--- config.mk ---
export PLATFORM = sky130hd
export DESIGN_NAME = if_pc_stage_flat
export DESIGN_NICKNAME = d
export VERILOG_FILES = /design/src/rtl/if_pc_stage_if.sv /design/src/rtl/if_pc_stage.sv /design/src/flat_wrapper.sv
export SDC_FILE = /design/constraint.sdc
export NUM_CORES = 1
export LEC_CHECK = 0
export ABC_AREA = 1
export CORE_MARGIN = 2
export CORE_UTILIZATION = 43
export CTS_BUF_LIST = sky130_fd_sc_hd__clkbuf_8
export CTS_CLUSTER_SIZE = 24
export DETAILED_ROUTE_END_ITERATION = 8
export PLACE_DENSITY = 0.91
export SETUP_SLACK_MARGIN = 0.15
export SLEW_MARGIN = 20
export SYNTH_ARGS = -nofsm -noshare
export SYNTH_HDL_FRONTEND = slang
export SYNTH_SLANG_ARGS = --single-unit
--- constraint.sdc ---
create_clock -name clk -period 2.5 [get_ports clk]
set_clock_uncertainty 0.15 [all_clocks]
set_input_delay 0.5 -clock clk [delete_from_list [all_inputs] [get_ports clk]]
set_output_delay 0.5 -clock clk [all_outputs]
set_load 0.03 [all_outputs]
--- src/rtl/if_pc_stage_if.sv ---
// -----------------------------------------------------------------------------
// if_pc_stage_if
// Bundle of the redirect/control inputs and the PC-side outputs of the
// instruction-fetch PC stage.
//   slave  : the PC stage itself (consumes redirects, drives PC outputs)
//   master : the surrounding pipeline (hazard unit, ID, EX, interrupt source)
// Signals:
//   iPC_write       hazard-unit write enable, 0 = stall PC
//   iBranch_taken   EX-stage branch resolved taken
//   iBranch_target  EX-stage branch target
//   iJump           ID-stage j/jal
//   iJump_index     ID-stage instr[25:0]
//   iJr             ID-stage jr/jalr
//   iJr_target      forwarded register value for jr/jalr
//   iException      ID-stage illegal-op exception
//   iIRQ            external interrupt request (level or pulse)
//   oPC             current PC / instruction-memory address
//   oPC_plus_4      PC+4 with the kernel bit preserved, to IF/ID
//   oIFID_flush     squash the instruction currently in IF
//   oIRQ_taken      one-cycle pulse when an interrupt redirect commits
//   oEPC            return address captured on interrupt
// -----------------------------------------------------------------------------
interface if_pc_stage_if;
    logic        iPC_write;
    logic        iBranch_taken;
    logic [31:0] iBranch_target;
    logic        iJump;
    logic [25:0] iJump_index;
    logic        iJr;
    logic [31:0] iJr_target;
    logic        iException;
    logic        iIRQ;
    logic [31:0] oPC;
    logic [31:0] oPC_plus_4;
    logic        oIFID_flush;
    logic        oIRQ_taken;
    logic [31:0] oEPC;

    modport slave (
        input  iPC_write, iBranch_taken, iBranch_target, iJump, iJump_index,
               iJr, iJr_target, iException, iIRQ,
        output oPC, oPC_plus_4, oIFID_flush, oIRQ_taken, oEPC
    );

    modport master (
        output iPC_write, iBranch_taken, iBranch_target, iJump, iJump_index,
               iJr, iJr_target, iException, iIRQ,
        input  oPC, oPC_plus_4, oIFID_flush, oIRQ_taken, oEPC
    );
endinterface

--- src/rtl/if_pc_stage.sv ---
// -----------------------------------------------------------------------------
// if_pc_stage
// Instruction-fetch PC stage sitting directly in front of the IF/ID register.
// Owns the program counter and picks the next PC from: exception vector,
// EX-stage branch, ID-stage jr, ID-stage jump, interrupt vector, sequential
// PC+4, or hold. Latches pending interrupts, captures the EPC and requests an
// IF/ID flush whenever it redirects.
// Ports:
//   clk    clock
//   reset  asynchronous, active-high reset
//   bus    if_pc_stage_if.slave (redirect inputs, PC/EPC/flush outputs)
// -----------------------------------------------------------------------------
module if_pc_stage #(
    parameter logic [31:0] RESET_PC   = 32'h8000_0000,
    parameter logic [31:0] IRQ_VECTOR = 32'h8000_0004,
    parameter logic [31:0] EXC_VECTOR = 32'h8000_0008
) (
    input  logic          clk,
    input  logic          reset,
    if_pc_stage_if.slave  bus
);

    logic [31:0] pc_q,          pc_d;
    logic        irq_pending_q, irq_pending_d;
    logic [31:0] epc_q,         epc_d;
    logic        irq_taken_q,   irq_taken_d;

    logic [31:0] pc_plus_4_s;
    logic        flush_s;

    // Sequential increment that never touches the kernel bit: the low 31 bits
    // wrap on their own and bit 31 is copied through unchanged.
    always_comb begin
        pc_plus_4_s = {pc_q[31], pc_q[30:0] + 31'd4};
    end

    // Next-PC selection, interrupt bookkeeping and flush request.
    always_comb begin
        pc_d          = pc_q;
        irq_pending_d = irq_pending_q | bus.iIRQ;
        epc_d         = epc_q;
        irq_taken_d   = 1'b0;
        flush_s       = 1'b0;

        // Exception and branch come from older instructions than the one
        // being stalled, so they redirect even when iPC_write is low.
        if (bus.iException) begin
            pc_d    = EXC_VECTOR;
            flush_s = 1'b1;
        end else if (bus.iBranch_taken) begin
            pc_d    = bus.iBranch_target;
            flush_s = 1'b1;
        end else if (bus.iPC_write) begin
            if (bus.iJr) begin
                // Target may have bit 31 clear: this is the return to user mode.
                pc_d    = bus.iJr_target;
                flush_s = 1'b1;
            end else if (bus.iJump) begin
                pc_d    = {pc_plus_4_s[31:28], bus.iJump_index, 2'b00};
                flush_s = 1'b1;
            end else if (irq_pending_q && !pc_q[31]) begin
                // Interrupts are only accepted from user mode. Taking one
                // clears the pending flag even if iIRQ is still asserted.
                pc_d          = IRQ_VECTOR;
                epc_d         = pc_q;
                irq_taken_d   = 1'b1;
                irq_pending_d = 1'b0;
                flush_s       = 1'b1;
            end else begin
                pc_d = pc_plus_4_s;
            end
        end else begin
            pc_d = pc_q;
        end
    end

    // State registers; reset also discards whatever redirect was presented.
    always_ff @(posedge clk or posedge reset) begin
        if (reset) begin
            pc_q          <= RESET_PC;
            irq_pending_q <= 1'b0;
            epc_q         <= 32'h0000_0000;
            irq_taken_q   <= 1'b0;
        end else begin
            pc_q          <= pc_d;
            irq_pending_q <= irq_pending_d;
            epc_q         <= epc_d;
            irq_taken_q   <= irq_taken_d;
        end
    end

    assign bus.oPC         = pc_q;
    assign bus.oPC_plus_4  = pc_plus_4_s;
    assign bus.oIFID_flush = flush_s;
    assign bus.oIRQ_taken  = irq_taken_q;
    assign bus.oEPC        = epc_q;

endmodule

--- src/flat_wrapper.sv ---
// flat-port wrapper written by rule: the top's interface ports become plain ports
module if_pc_stage_flat 
#(
    parameter logic [31:0] RESET_PC   = 32'h8000_0000,
    parameter logic [31:0] IRQ_VECTOR = 32'h8000_0004,
    parameter logic [31:0] EXC_VECTOR = 32'h8000_0008
)
  (clk, reset, bus_iPC_write, bus_iBranch_taken, bus_iBranch_target, bus_iJump, bus_iJump_index, bus_iJr, bus_iJr_target, bus_iException, bus_iIRQ, bus_oPC, bus_oPC_plus_4, bus_oIFID_flush, bus_oIRQ_taken, bus_oEPC);
  if_pc_stage_if bus_i ();
  input  logic clk;
  input  logic reset;
  input wire logic [$bits(bus_i.iPC_write)-1:0] bus_iPC_write;
  input wire logic [$bits(bus_i.iBranch_taken)-1:0] bus_iBranch_taken;
  input wire logic [$bits(bus_i.iBranch_target)-1:0] bus_iBranch_target;
  input wire logic [$bits(bus_i.iJump)-1:0] bus_iJump;
  input wire logic [$bits(bus_i.iJump_index)-1:0] bus_iJump_index;
  input wire logic [$bits(bus_i.iJr)-1:0] bus_iJr;
  input wire logic [$bits(bus_i.iJr_target)-1:0] bus_iJr_target;
  input wire logic [$bits(bus_i.iException)-1:0] bus_iException;
  input wire logic [$bits(bus_i.iIRQ)-1:0] bus_iIRQ;
  output wire logic [$bits(bus_i.oPC)-1:0] bus_oPC;
  output wire logic [$bits(bus_i.oPC_plus_4)-1:0] bus_oPC_plus_4;
  output wire logic [$bits(bus_i.oIFID_flush)-1:0] bus_oIFID_flush;
  output wire logic [$bits(bus_i.oIRQ_taken)-1:0] bus_oIRQ_taken;
  output wire logic [$bits(bus_i.oEPC)-1:0] bus_oEPC;
  assign bus_i.iPC_write = bus_iPC_write;
  assign bus_i.iBranch_taken = bus_iBranch_taken;
  assign bus_i.iBranch_target = bus_iBranch_target;
  assign bus_i.iJump = bus_iJump;
  assign bus_i.iJump_index = bus_iJump_index;
  assign bus_i.iJr = bus_iJr;
  assign bus_i.iJr_target = bus_iJr_target;
  assign bus_i.iException = bus_iException;
  assign bus_i.iIRQ = bus_iIRQ;
  assign bus_oPC = bus_i.oPC;
  assign bus_oPC_plus_4 = bus_i.oPC_plus_4;
  assign bus_oIFID_flush = bus_i.oIFID_flush;
  assign bus_oIRQ_taken = bus_i.oIRQ_taken;
  assign bus_oEPC = bus_i.oEPC;
  if_pc_stage #(.RESET_PC(RESET_PC), .IRQ_VECTOR(IRQ_VECTOR), .EXC_VECTOR(EXC_VECTOR)) u_core (.clk(clk), .reset(reset), .bus(bus_i));
endmodule
## Word level (Yosys, flattened, before mapping)

Cells that the tools add are included.

- Register bits after elaboration: 66
- Output and inout bits: 98

- Add/sub/neg operators: 1
- Eq/ne operators: 1
- Mux-type cells: 23
- Bitwise operators: 5
- Reductions and logical operators: 6

Operators with widths:

| operator | number |
|---|---|
| 32-bit two-way mux | 6 |
| 31-bit by 3-bit adder with 31-bit output (second input constant) | 1 |
| 1-bit two-way mux | 17 |
| 6-bit AND reduction | 1 |
| 4-bit by 2-bit != test with 1-bit output (second input constant) | 1 |
| 1-bit inverter | 4 |
| 4-bit nonzero test | 1 |
| 3-bit AND reduction | 1 |
| 3-bit nonzero test | 1 |
| 1-bit logical AND | 1 |
| 1-bit zero test | 1 |
| 1-bit bitwise OR | 1 |

## Longest topological paths before layout

- Depth after elaboration: 8
- Gate-level depth with buffers: 11
- Depth with buffers taken out: 11

## Worst setup path after synthesis

No wires, ideal clock.

- Kind: register to output
- Start point: reg u_core.pc_q[3], in the netlist u_core.bus.oPC[3]
- End point: out bus_oPC_plus_4[28]
- Arrival time: 1.737 ns
- Data required time: 1.850 ns
- Path slack: 0.113 ns
- Cell stages (with the launch flop): 9
- Buffers on the path: 0
- Path through: dfrtp_1 -> ha_1 -> nand3_1 -> nor2_2 -> nand2_1 -> inv_2 -> nand2_1 -> nand2_1 -> and2_1

- Cells in the longest elaborated chain, start to end: 1

RTL lines:

| item | line | text |
|---|---|---|
| from (decl) | if_pc_stage.sv:23 | `logic [31:0] pc_q, pc_d;` |
| from (signal assigned) | if_pc_stage.sv:85 | `pc_q <= pc_d;` |
| 31-bit by 3-bit adder with 31-bit output | if_pc_stage.sv:34 | `pc_plus_4_s = {pc_q[31], pc_q[30:0] + 31'd4};` |
| to (decl) | flat_wrapper.sv:22 | `output wire logic [$bits(bus_i.oPC_plus_4)-1:0] bus_oPC_plus_4;` |

No other way between the ends.

## Worst setup path in the final report

- Start point: reg u_core.pc_q[6], in the netlist u_core.bus.oPC[6]
- End point: out bus_oPC_plus_4[26]

The elaborated chain is that of the path after synthesis.

==> metrics <==
count leader, synth nand2_1; die area 10900 um^2; global-route wire length before repair 26700 um; final period utilization 1.02; ANT nets after route 0; f_max 0.390 GHz; minimum clock period 2560 ps; crit-path max FO 5; CTS Buf Count 9; r2r worst-path depth 20; global route overflow 0; clk_lat worst skew 350 ps; pin count of the biggest net entering global routing 67; Post-layout nets 1014; IO buf count 195; CP required 1850 ps; number of iterations in the first detailed-routing pass 5; Worst Path Arrival 1910 ps; Rows 36; final max-slew violation count 0; Final Cell Area 7820 um^2; DRT iter0 DRCs 386; initial antenna violation count 0; DRC violation count after routing 0; Max Cap Viol 0; Syn Area/Cell 6.57 um^2; Critical R2R Launch u_core.bus.oPC[2]; layout cells sized above 1 0.267; number of global-route vias before repair 5394; hold path start u_core.bus.oEPC[11]; Commonest cells post-synth 261 x nand2_1, 85 x nor2_1, 65 x dfrtp_1, 56 x inv_1, 45 x a21oi_1; Reg-to-Reg End u_core.bus.oPC[22]; pre-CTS WS -268 ps; Crit Path Category flip-flop to output port; Final Hold Vio Count 0; Ports 196; yosys warns 0; CP cell instances nand2_1, nor2_1, nand2_2, buf_6, nor2_4, buf_6, nand3_1, and2_4, buf_6; Sink Count 66; synthesized area 4320 um^2; routed via count 5591; fin util 0.800; Via density 5.31; ANT cells 0; post-route insts no fill 1053; Die Y 104 um; area delta synth->final 81.2%; post-route worst setup slack -61.4 ps; CTS tree yes; Max-slew headroom 0.721; Syn Inst Count 657; max incr delay on CP 440 ps; main flop type after synthesis dfrtp_1; root buf cell clkbuf_8; Clock Path Buffers 2; Yosys reg bits 66; DP Wirelength 12100 um; clock-pin slew on the worst setup and hold paths 90 ps; synth top area cells dfrtp_1 38%, nand2_1 23%, nor2_1 7.4%; RSZ-0062 raised after global routing true; Leak Pwr 3.63 nW; Initial Util 0.442; Worst Hold Class flip-flop to flip-flop; number of synthesized flops with an enable pin 0; Hold-fix buffers, CTS 0; CP Capture Type output port; # setup viols final 13; post-DR wirelength/cell 17.1 um; Core ar. 9770 um^2; Syn Nets 756; Unique masters post-synth 32; Async S/R FF share, synth 1.00; Placed Area 6710 um^2; fill cell count 608; routability cong. 0.943; slew of the pin with the lowest slew margin 418 ps; top cell type's share of synthesized area 0.377; Seq/Total Area, Yosys 0.383; Peak VDD IR 0.000371 V; gr usage total 0.308; slowest cell on the critical path dfrtp_1; hold worst-path end u_core.bus.oEPC[11]; status finished, violations left; Worst Setup Start Kind flip-flop; Die X 104 um; dpl cells 1007; htree depth 3; Worst path most repeated cell buf_6; dominant cell type by area after synthesis dfrtp_1; R2R setup slack 40 ps; hold path depth 1; failing checks negative setup slack; total wire length 18000 um; power per cell area 535 nW/um^2
worst max-delay path, delay by kind of cell, from the launching register on:
kind                   cells  cell delay, ps
buffers and inverters      3             400
flip-flops                 1             440
AND/OR/NAND/NOR            6             710
worst max-delay path by stage:
stage                      start            endpoint  slack, ps  depth (start not counted)
2_1_floorplan  u_core.bus.oPC[3]  bus_oPC_plus_4[28]        230                          8
3_3_place_gp      bus_iException     bus_oIFID_flush       -250                          8
3_5_place_dp      bus_iException     bus_oIFID_flush       -270                          8
4_1_cts        u_core.bus.oPC[3]  bus_oPC_plus_4[22]        -50                         11
5_1_grt        u_core.bus.oPC[9]  bus_oPC_plus_4[26]       -130                         10
6_report       u_core.bus.oPC[6]  bus_oPC_plus_4[26]        -60                          9
layout make-up:
cell class,instances,area (um^2),share of cell area
multi-input cells,508,2760,0.353
repair buffers,273,2740,0.350
flip-flops and latches,66,1670,0.214
inverters,57,220,0.0282
well taps,133,166,0.0213
clock inverters,7,141,0.0181
clock buffers,9,124,0.0158
where the power goes:
part           internal [mW]  leakage, nW  switching (mW)
registers               1.22        0.837           0.124
clock network          0.764        0.129           0.465
logic                  0.730         2.66           0.880
through the flow:
stage          setup TNS [ps]  hold WS, ps  power, mW
2_1_floorplan               0          327       2.07
3_3_place_gp             -251          317       2.78
3_5_place_dp             -316          324       2.81
4_1_cts                  -136          343       4.08
5_1_grt                 -1580          364       4.33
6_report                 -377          338       4.18
sequential cells by signal (all words and copies together), names as in the netlist:
name and count:
u_core.bus.oIRQ_taken 1, u_core.irq_pending_q 1, u_core.bus.oPC 32, u_core.bus.oEPC 32
placed cells by master, fill, tap and decap left out, types with 2 or more instances in the layout:
master / n
a21oi_1: 45
a32oi_1: 2
and2_1: 2
and2_4: 15
buf_12: 10
buf_4: 56
buf_6: 36
bufinv_16: 4
clkbuf_8: 9
clkdlybuf4s50_1: 163
clkinvlp_4: 2
dfrtp_1: 51
dfrtp_2: 14
dlymetal6s2s_1: 3
inv_1: 53
inv_2: 2
mux2_1: 7
mux2_2: 5
nand2_1: 229
nand2_2: 24
nand2_4: 8
nand3_1: 35
nand3_2: 8
nand4_1: 2
nor2_1: 57
nor2_2: 17
nor2_4: 15
o21ai_0: 9
o21ai_1: 3
o21bai_1: 2
o22ai_1: 3
or2_2: 2
xnor2_4: 3
xor2_1: 2
kinds of logic (layout without fill, tap and decap cells):
group | count (synthesis) | after routing | synth area share
multiplexers | 12 | 12 | 0.0313
AO/OA/AOI/OAI | 68 | 68 | 0.0841
buffers and inverters | 83 | 346 | 0.0847
flip-flops | 66 | 66 | 0.383
adder cells (fa/ha/maj) | 1 | 1 | 0.00290
AND/OR/NAND/NOR | 419 | 419 | 0.398
XOR/XNOR | 8 | 8 | 0.0162
per-layer routing:
layer  GRT usage  share of wire
met1       0.387           0.39
met4      0.0907          0.028
met2       0.539           0.50
met5           0              0
met3      0.0583          0.078
what timing repair did:
item | 4_1_cts | 5_1_grt
pin swaps | 16 | 34
hold endpoints to repair | 0 | 0
setup endpoints to repair | 30 | 29
gates resized for setup | 93 | 113
buffers inserted | 15 | 15
Power figures use the tool's default switching activity.
